**src/rtl/regfile_wb_arbiter.sv**
```systemverilog
// ---------------------------------------------------------------------------
// regfile_wb_arbiter
// Purpose : Collects register-file write-back requests from three sources
//           (0 = ALU, 1 = multdiv, 2 = load). Each source has a one-entry
//           holding buffer. A round-robin arbiter drains at most one buffer
//           per cycle into a registered register-file write port.
//           Writes to r0 (constant) and r1 (LFSR-owned) are retired
//           without raising the write strobe.
// Ports   :
//   clock            in   rising-edge clock
//   ctrl_reset       in   asynchronous active-high reset
//   req_valid[2:0]   in   per-source write request
//   req_reg          in   3 x ADDR_WIDTH destination indices
//   req_data         in   3 x DATA_WIDTH write data
//   req_ready[2:0]   out  source may transfer on this edge (combinational)
//   ctrl_writeEnable out  register-file write strobe (registered)
//   ctrl_writeReg    out  register-file write index (registered)
//   data_writeReg    out  register-file write data (registered)
//   pending[2:0]     out  holding buffer occupied flags
//   drop_count[7:0]  out  saturating count of r0/r1 retirements
//                         (only when WB_DROP_COUNT_EN is defined)
// Config  : `define WB_DROP_COUNT_EN to add the drop_count port and counter.
// ---------------------------------------------------------------------------
module regfile_wb_arbiter #(
   parameter int DATA_WIDTH = 32,
   parameter int ADDR_WIDTH = 5
) (
   input  logic                    clock,
   input  logic                    ctrl_reset,
   input  logic [2:0]              req_valid,
   input  logic [3*ADDR_WIDTH-1:0] req_reg,
   input  logic [3*DATA_WIDTH-1:0] req_data,
   output logic [2:0]              req_ready,
   output logic                    ctrl_writeEnable,
   output logic [ADDR_WIDTH-1:0]   ctrl_writeReg,
   output logic [DATA_WIDTH-1:0]   data_writeReg,
   output logic [2:0]              pending
`ifdef WB_DROP_COUNT_EN
   ,output logic [7:0]             drop_count
`endif
);

   logic [2:0]            r_buf_valid;
   logic [ADDR_WIDTH-1:0] r_buf_reg  [0:2];
   logic [DATA_WIDTH-1:0] r_buf_data [0:2];
   logic [1:0]            r_ptr;      // last granted source

   logic [1:0] w_cand0, w_cand1, w_cand2;
   logic [1:0] w_grant_idx;
   logic       w_grant_any;
   logic [2:0] w_grant_vec;
   logic [2:0] w_xfer;

`ifdef WB_DROP_COUNT_EN
   logic [7:0] r_drop_count;
   assign drop_count = r_drop_count;
`endif

   // Search order starts at the source after the last granted one.
   always_comb begin
      w_cand0 = 2'd0;
      w_cand1 = 2'd1;
      w_cand2 = 2'd2;
      case (r_ptr)
         2'd0: begin
            w_cand0 = 2'd1;
            w_cand1 = 2'd2;
            w_cand2 = 2'd0;
         end
         2'd1: begin
            w_cand0 = 2'd2;
            w_cand1 = 2'd0;
            w_cand2 = 2'd1;
         end
         default: begin
            w_cand0 = 2'd0;
            w_cand1 = 2'd1;
            w_cand2 = 2'd2;
         end
      endcase
   end

   // First occupied buffer in search order wins the grant.
   always_comb begin
      w_grant_any = 1'b0;
      w_grant_idx = r_ptr;
      if (r_buf_valid[w_cand0]) begin
         w_grant_any = 1'b1;
         w_grant_idx = w_cand0;
      end else if (r_buf_valid[w_cand1]) begin
         w_grant_any = 1'b1;
         w_grant_idx = w_cand1;
      end else if (r_buf_valid[w_cand2]) begin
         w_grant_any = 1'b1;
         w_grant_idx = w_cand2;
      end else begin
         w_grant_any = 1'b0;
         w_grant_idx = r_ptr;
      end
   end

   // One-hot grant, ready and transfer qualifiers.
   always_comb begin
      w_grant_vec = 3'b000;
      if (w_grant_any) begin
         w_grant_vec[w_grant_idx] = 1'b1;
      end else begin
         w_grant_vec = 3'b000;
      end
      // A granted buffer frees up on this edge, so its source may refill it.
      req_ready = (~r_buf_valid | w_grant_vec) & {3{~ctrl_reset}};
      w_xfer    = req_valid & req_ready;
   end

   assign pending = r_buf_valid;

   // Buffers, round-robin pointer and registered write port.
   always_ff @(posedge clock or posedge ctrl_reset) begin
      if (ctrl_reset) begin
         r_buf_valid      <= 3'b000;
         r_ptr            <= 2'd2;
         ctrl_writeEnable <= 1'b0;
         ctrl_writeReg    <= '0;
         data_writeReg    <= '0;
         for (int i = 0; i < 3; i++) begin
            r_buf_reg[i]  <= '0;
            r_buf_data[i] <= '0;
         end
`ifdef WB_DROP_COUNT_EN
         r_drop_count     <= 8'd0;
`endif
      end else begin
         ctrl_writeEnable <= 1'b0;
         if (w_grant_any) begin
            r_ptr <= w_grant_idx;
            // r0 and r1 are never written through this port.
            if (r_buf_reg[w_grant_idx] > ADDR_WIDTH'(1)) begin
               ctrl_writeEnable <= 1'b1;
               ctrl_writeReg    <= r_buf_reg[w_grant_idx];
               data_writeReg    <= r_buf_data[w_grant_idx];
            end else begin
`ifdef WB_DROP_COUNT_EN
               if (r_drop_count != 8'd255) begin
                  r_drop_count <= r_drop_count + 8'd1;
               end
`endif
            end
         end
         for (int i = 0; i < 3; i++) begin
            if (w_xfer[i]) begin
               r_buf_valid[i] <= 1'b1;
               r_buf_reg[i]   <= req_reg[i*ADDR_WIDTH +: ADDR_WIDTH];
               r_buf_data[i]  <= req_data[i*DATA_WIDTH +: DATA_WIDTH];
            end else if (w_grant_vec[i]) begin
               r_buf_valid[i] <= 1'b0;
            end
         end
      end
   end

endmodule

```
**config.mk**
```make
export PLATFORM = sky130hd
export DESIGN_NAME = regfile_wb_arbiter
export DESIGN_NICKNAME = d
export VERILOG_FILES = /design/src/rtl/regfile_wb_arbiter.sv
export SDC_FILE = /design/constraint.sdc
export NUM_CORES = 1
export LEC_CHECK = 0
export BUFFER_PORTS_ARGS = -buffer_cell sky130_fd_sc_hd__buf_2
export CAP_MARGIN = 0
export CORE_UTILIZATION = 25
export CTS_CLUSTER_DIAMETER = 80
export DETAILED_ROUTE_END_ITERATION = 6
export HOLD_SLACK_MARGIN = 0.1
export PLACE_DENSITY = 0.4
export SLEW_MARGIN = 20
export SYNTH_ARGS = -nofsm -noshare
export SYNTH_HDL_FRONTEND = slang
export SYNTH_SLANG_ARGS = --single-unit
```
**constraint.sdc**
```tcl
create_clock -name clock -period 14.1 [get_ports clock]
set_input_delay 2.82 -clock clock [delete_from_list [all_inputs] [get_ports clock]]
set_output_delay 2.82 -clock clock [all_outputs]
set_load 0.02 [all_outputs]
```
Yosys cells after proc, flatten, opt, wreduce, memory -nomap -nowiden. Index checks and enable logic that the tools add are counted.

Latch bits: 0. Bits in writable memories: 0. Logic and storage cells: 65. Memory bits (read-only): 0. Register bits: 154. Memories: 0.

Add/sub/neg operators: 0. Reduce and logical (&&, ||, !) cells: 6. Order comparisons: 7. Eq/ne operators: 1. Mux-type cells: 32. Divide/modulo/power cells: 0. Bitwise gates (word level): 6. Shifts and indexed selects: 0. Multiply operators: 0.

Operators with widths (number): $bmux 32 s2 (1); $mux 32 (2); $mux 1 (15); $lt 2x3->1 const B (4); $pmux 2 s2 (3); $bmux 5 s2 (1); $mux 5 (2); $and 3x3->3 (2); $bmux 1 s2 (3); $mux 2 (3); $reduce_bool 2->1 (3); $gt 5x1->1 const B (1); $ge 3x3->1 const B (1); $mux 3 (1); $not 2->3 (1); $not 3->3 (1); $or 3x3->3 (1); $demux 1 s2 (1); $eq 2x1->1 const B (1); $ge 2x1->1 const B (1); $logic_not 2->1 (1); $reduce_and 2->1 (1); $logic_and 1x1->1 (1); $not 1->1 (1).

Logic depth before layout (Yosys ltp). Gate-level depths: netlist of the first run.

Depth in word-level cells: 16. Gate-level depth with buffers: 9. Mapped depth without buffers: 7.

Worst setup path after synthesis of the first run. Ideal clock, no wire load.

Path kind: input to output. From: input port ctrl_reset. To: output port req_ready[2]. Arrival: 3.194 ns. Slack: 8.086 ns. Cell stages on the path: 1. Buffers on the path: 0. Cells stage by stage: a21oi_1.

Cells in the longest elaborated chain, start to end: 2.

Ends and longest elaborated chain: start, declared (RTL line 29) `input logic ctrl_reset,`; $not 1->1 (RTL line 111) `req_ready = (~r_buf_valid | w_grant_vec) & {3{~ctrl_reset}};`; $and 3x3->3 (RTL line 111); end, declared (RTL line 33) `output logic [2:0] req_ready,`.

Every way passes these cells.

Worst setup path after layout of the first run. Same ends and word-level chain as after synthesis.

==> impl_metrics.ini, run 1 <==
[layout]
syn2layout_area_growth_pct = 26.91
final_area_sq_mm = 0.008432
antennaDiodeCount = 0
layout-drive-gt1-share_pct = 53.42
layout.cells.non_filler = 964
largest_reg_flops = 96
final_nets = 732

[drt]
vias = 4322
drt-initial-drc-count = 124
viasPerCell = 4.483
dr.pass1.iters = 4
post-route-drc-count = 0
wirelength_mm = 17.48
ant_nets = 0
wl_per_cell_um = 18.13

[clock_network]
cts.sink_count = 154
path_clk_slew_ns = 0.07
cts_tree = done
hold_buffers = 0
clockRootBuffer = clkbuf_16
clk_latency_ns = 0.43
cts_max_path_buffers = 2
postCtsSetupRepairBufs = 0
htree_levels = 4
cts_resized = 0
cts_made_buffers = 17

[power_and_ir_drop]
leakage_nw = 3.909
power_density_mw_per_mm2 = 239.4
vdd_drop_max_mv = 0.09911

[global_routing]
gr-total-overflow = 0
grt_max_degree = 95
grt_pass1_wl_mm = 27.06
grt_use_total_pct = 13.49
grt_antenna_before_repair = 1
grt_pass1_vias = 4618

[setup_path]
cpMostUsedCell = buf_2
ff2ff_setup_slack_ns = 10.76
cp.required_ns = 11.28
rr_worst_depth = 8
worstPathArrival_ns = 3.53
cp_cell_sequence = buf_2, a21oi_1, buf_2
startpoint_type = primary input
cp_slowest_stage_delay_ns = 0.32
worstPathMaxFanout = 4
crit_type = primary input to primary output
critPathSlowestCell = a21oi_1
r2r-end = data_writeReg[18]
end_kind = primary output
rr_startpoint = r_ptr[1]

[die]
core_area_sq_mm = 0.02606
start_util_pct = 25.50
boundaryPins = 160
dieArea_sq_mm = 0.02723
fp-row-count = 59
die_h_um = 165.0
chipWidth_um = 165.0

[timing]
worst_clock_skew_ns = 0.01322
rsz0062_at_grt = no
drv_slew = 0
hold_ws_ns = 0.4867
setup_viol = 0
period_minus_slack_ns = 6.352
fmax_mhz = 157.4
period_share_pct = 45.05
slew_headroom_pct = 38.03
final.setup.tns_ns = 0
tightestPinTransition_ns = 0.9295
hold_viol_final = 0
postLayoutSetupSlackWorst_ns = 7.748

[logic_synthesis]
ys_ff_latch = 154
synth_nets = 578
ys_types = 34
synth_top_cell_area_share_pct = 57.63
syn_area_sq_mm = 0.006644
synth.area.top_cells = dfrtp_1 (58%), mux2_2 (22%), mux2i_1 (5.1%)
yosysSeqAreaShare_pct = 58.02
yosys_warnings = 0
syn_avg_cell_area_sq_um = 14.38
synthCells = 462
synth_top_area_cell = dfrtp_1

[placed_design]
gp_congestion = 0.7249
hpwl_mm = 11.11
io_buffers = 159
placed_cell_area_sq_mm = 0.007797
dp_cells = 932
pre_cts_ws_ns = 7.710

[worst_hold_path]
hp-class = flip-flop to flip-flop
min_to = data_writeReg[5]
hold_path_depth = 1
min_from = data_writeReg[5]

[outcome]
status = finished clean

[job]
drv_cap = 0
[critical path, delay by kind of cell]
| family | cells | cell delay (ns) |
|---|---|---|
| buffers and inverters | 2 | 0.39 |
| AO/OA/AOI/OAI | 1 | 0.32 |
[per-stage QoR]
| step | util, % | total power [W] |
|---|---|---|
| floorplan | - | 0.001302 |
| global placement | 29.92 | 0.001528 |
| detailed placement | 29.92 | 0.001551 |
| CTS | 32.36 | 0.002061 |
| global route | 32.36 | 0.002158 |
| finish | 32.36 | 0.002018 |
[where the power goes]
group / total, W / switching, W / internal, W
Combinational: 0.000790 / 0.000419 / 0.000370
Sequential: 0.000728 / 0.000103 / 0.000625
Clock: 0.000501 / 0.000196 / 0.000305
Total: 0.00202 / 0.000718 / 0.00130
[cell usage after synthesis]
library cell and n:
dfrtp_1 153, mux2_2 129, mux2i_1 34, o2bb2ai_1 33, mux2_1 18, clkbuf_1 13, buf_2 11, inv_1 11
nand2_1 8, a21oi_1 6, buf_1 4, nand2b_1 4, nor2_1 4, nand3_1 3, o21ai_0 3, o221ai_1 3
a21o_1 2, and2_1 2, buf_6 2, nor2b_1 2, nor3b_1 2, o22ai_1 2, or3_1 2, a22o_1 1
a22oi_2 1, a31oi_1 1, a32o_1 1, a32oi_1 1, buf_4 1, dfstp_2 1, inv_2 1, o21ai_1 1
o41ai_2 1, or2_2 1
[cell usage in the layout (no fill, tap or decap), drive strengths merged, types with 3 or more instances in the layout]
master / count
clkbuf: 20
nor2: 4
nand3: 3
o2bb2ai: 33
mux2i: 34
bufinv: 4
o21ai: 4
mux2: 147
nand2b: 4
clkinv: 3
buf: 166
nand2: 8
o221ai: 3
dfrtp: 153
a21oi: 6
inv: 16
[final cells by class]
type                    count  area, sq um
multi-input cells         265         2625
fillers                  2647        17630
well taps                 335        419.2
inverters                  12        50.05
clock buffers              20        446.7
clock inverters            12        187.7
flip-flops and latches    154         3855
repair buffers            166        848.3
[cell families (layout without fill, tap and decap cells)]
kind of cell	Yosys count	in the layout	share of synthesized area [%]
and+or+nand+nor	28	28	2.165
buffers and inverters	43	210	2.919
muxes	181	181	30.04
DFF	154	154	58.02
AOI/OAI and AO/OA	56	56	6.855
[worst max path at each step]
stage	depth (start not counted)	endpoint	slack, ns	startpoint
6_report	3	req_ready[2]	7.75	ctrl_reset
3_5_place_dp	3	req_ready[2]	7.71	ctrl_reset
5_1_grt	3	req_ready[2]	7.67	ctrl_reset
2_1_floorplan	1	ctrl_writeEnable	7.13	ctrl_reset
4_1_cts	3	req_ready[2]	7.71	ctrl_reset
3_3_place_gp	3	req_ready[2]	7.73	ctrl_reset
[metal layers]
metal | up-vias | share of wire (%) | GRT usage (%) | wire length, um
met5 | - | 0 | 0 | 0
met4 | 0 | 1.0 | 4.921 | 180
met3 | 12 | 4.3 | 3.214 | 746
met2 | 94 | 48 | 21.24 | 8468
met1 | 2229 | 46 | 17.89 | 8080
li1 | 1987 | - | - | -
(Power assumes the default switching activity.)
==> run 2, diff against run 1 <==
PLACE_DENSITY = 0.42   (was 0.4)
clock period = 5.4 ns   (was 14.1 ns; I/O delays follow)
==> impl_metrics.ini, run 2 (synthesized netlist as in run 1, its figures left out) <==
[outcome]
status = finished clean

[setup_path]
end_kind = primary output
rr_startpoint = r_ptr[1]
cp.required_ns = 4.32
rr_worst_depth = 8
worstPathArrival_ns = 2.29
ff2ff_setup_slack_ns = 2.12
startpoint_type = flip-flop
crit_type = flip-flop to primary output
r2r-end = data_writeReg[23]
worstPathMaxFanout = 12

[clock_network]
cts_tree = done
cts_resized = 0
cts_max_path_buffers = 2
htree_levels = 4
clk_latency_ns = 0.42
hold_buffers = 0
path_clk_slew_ns = 0.06
cts_made_buffers = 17
cts.sink_count = 154
postCtsSetupRepairBufs = 0
clockRootBuffer = clkbuf_16

[timing]
period_minus_slack_ns = 3.370
final.setup.tns_ns = 0
tightestPinTransition_ns = 1.046
hold_viol_final = 0
slew_headroom_pct = 30.24
rsz0062_at_grt = no
setup_viol = 0
drv_slew = 0
fmax_mhz = 296.8
period_share_pct = 62.40
worst_clock_skew_ns = 0.01048

[layout]
fin_util_pct = 32.03
layout-drive-gt1-share_pct = 53.37
syn2layout_area_growth_pct = 25.63
final_area_sq_mm = 0.008347
final_nets = 729
final_common_cell = buf_2
final_cell_mix = buf_2 (159), dfrtp_1 (153), mux2_2 (129)
largest_reg_flops = 96
layout.cells.non_filler = 960

[global_routing]
gr-total-overflow = 0
grt_max_degree = 86
grt_pass1_wl_mm = 26.25
grt_pass1_vias = 4629
grt_antenna_before_repair = 2
grt_use_total_pct = 13.15

[placed_design]
hpwl_mm = 11.39
io_buffers = 159
placed_cell_area_sq_mm = 0.007792
dp_cells = 929
gp_congestion = 0.7543

[worst_hold_path]
hold_path_depth = 1
min_to = data_writeReg[16]
min_from = data_writeReg[16]
hp-class = flip-flop to flip-flop

[power_and_ir_drop]
power_density_mw_per_mm2 = 607.8
p_int_w = 0.003244
seqPwrFrac_pct = 37.7
power.switching_w = 0.001829
leakage_nw = 3.864
pwr-share-comb_pct = 40.0
total_power_w = 0.005073
swShare_pct = 36.05
clkPwrFrac_pct = 22.3
vdd_drop_max_mv = 0.2928

[drt]
viasPerCell = 4.482
ant_nets = 0
vias = 4303
dr.pass1.iters = 4
post-route-drc-count = 0
wirelength_mm = 17.10
wl_per_cell_um = 17.81
drt-initial-drc-count = 136

[job]
drv_cap = 0

[die]
start_util_pct = 25.50
chipWidth_um = 165.0
dieArea_sq_mm = 0.02723
die_h_um = 165.0
fp-row-count = 59
core_area_sq_mm = 0.02606
boundaryPins = 160
==> run 2: cell count changes in the layout (fill, tap and decap cells not counted) <==
cell        previous run  this run
buf_4                  7         3
bufinv_16              4         1
clkinv_2               1         4
clkbuf_1               2         0
clkinvlp_4             1         3
inv_6                  4         2
buf_12                 0         1
clkbuf_8               1         2
diode_2                0         1
inv_8                  1         0
nand2_2                2         1
nand2_4                0         1
==> run 2: worst max-delay path by stage <==
| stage | slack, ns | startpoint | depth (start not counted) | end |
|---|---|---|---|---|
| 2_1_floorplan | 0.17 | ctrl_reset | 1 | ctrl_writeEnable |
| 3_3_place_gp | 2.16 | r_ptr[1] | 8 | ctrl_writeReg[0] |
| 3_5_place_dp | 2.07 | r_ptr[1] | 8 | data_writeReg[26] |
| 4_1_cts | 2.00 | pending[1] | 5 | req_ready[2] |
| 5_1_grt | 1.83 | r_ptr[1] | 8 | data_writeReg[18] |
| 6_report | 2.03 | pending[1] | 5 | req_ready[2] |
==> run 2: final cells by class <==
type                       count  area, sq um
clock buffer                  19        452.9
antenna                        1        2.502
tap                          335        419.2
inverter                      12        50.05
sequential                   154         3855
clock inverter                11        98.84
fill                        2654        17710
timing repair buffer         163        838.3
multi-input combinational    265         2630
==> run 2: through the flow <==
stage / hold slack (ns) / worst slack (ns)
after global routing: 0.5115 / 1.833
after floorplan: 0.4787 / 0.1719
after CTS: 0.4924 / 1.999
final: 0.4855 / 2.030
after global placement: 0.4722 / 2.157
after detailed placement: 0.4790 / 2.067
==> run 2: metal layers <==
layer / track usage, % / wire (um)
met5: 0 / 8
met4: 4.128 / 170
met3: 4.470 / 1119
met2: 21.09 / 8266
met1: 16.53 / 7533
==> run 2: power groups by stage <==
| stage | logic [W] | clock network, W | registers (W) |
|---|---|---|---|
| 2_1_floorplan | 0.00138 | 0 | 0.00202 |
| 3_3_place_gp | 0.00202 | 0 | 0.00193 |
| 3_5_place_dp | 0.00208 | 0 | 0.00194 |
| 4_1_cts | 0.00209 | 0.00118 | 0.00192 |
| 5_1_grt | 0.00225 | 0.00122 | 0.00198 |
| 6_report | 0.00203 | 0.00113 | 0.00191 |
==> run 2: critical path: stages (launching register included) <==
cell	delay [ns]
dfrtp_1	0.51
nor2b_1	0.23
or2_2	0.34
nor2b_1	0.16
a21oi_1	0.39
buf_2	0.25
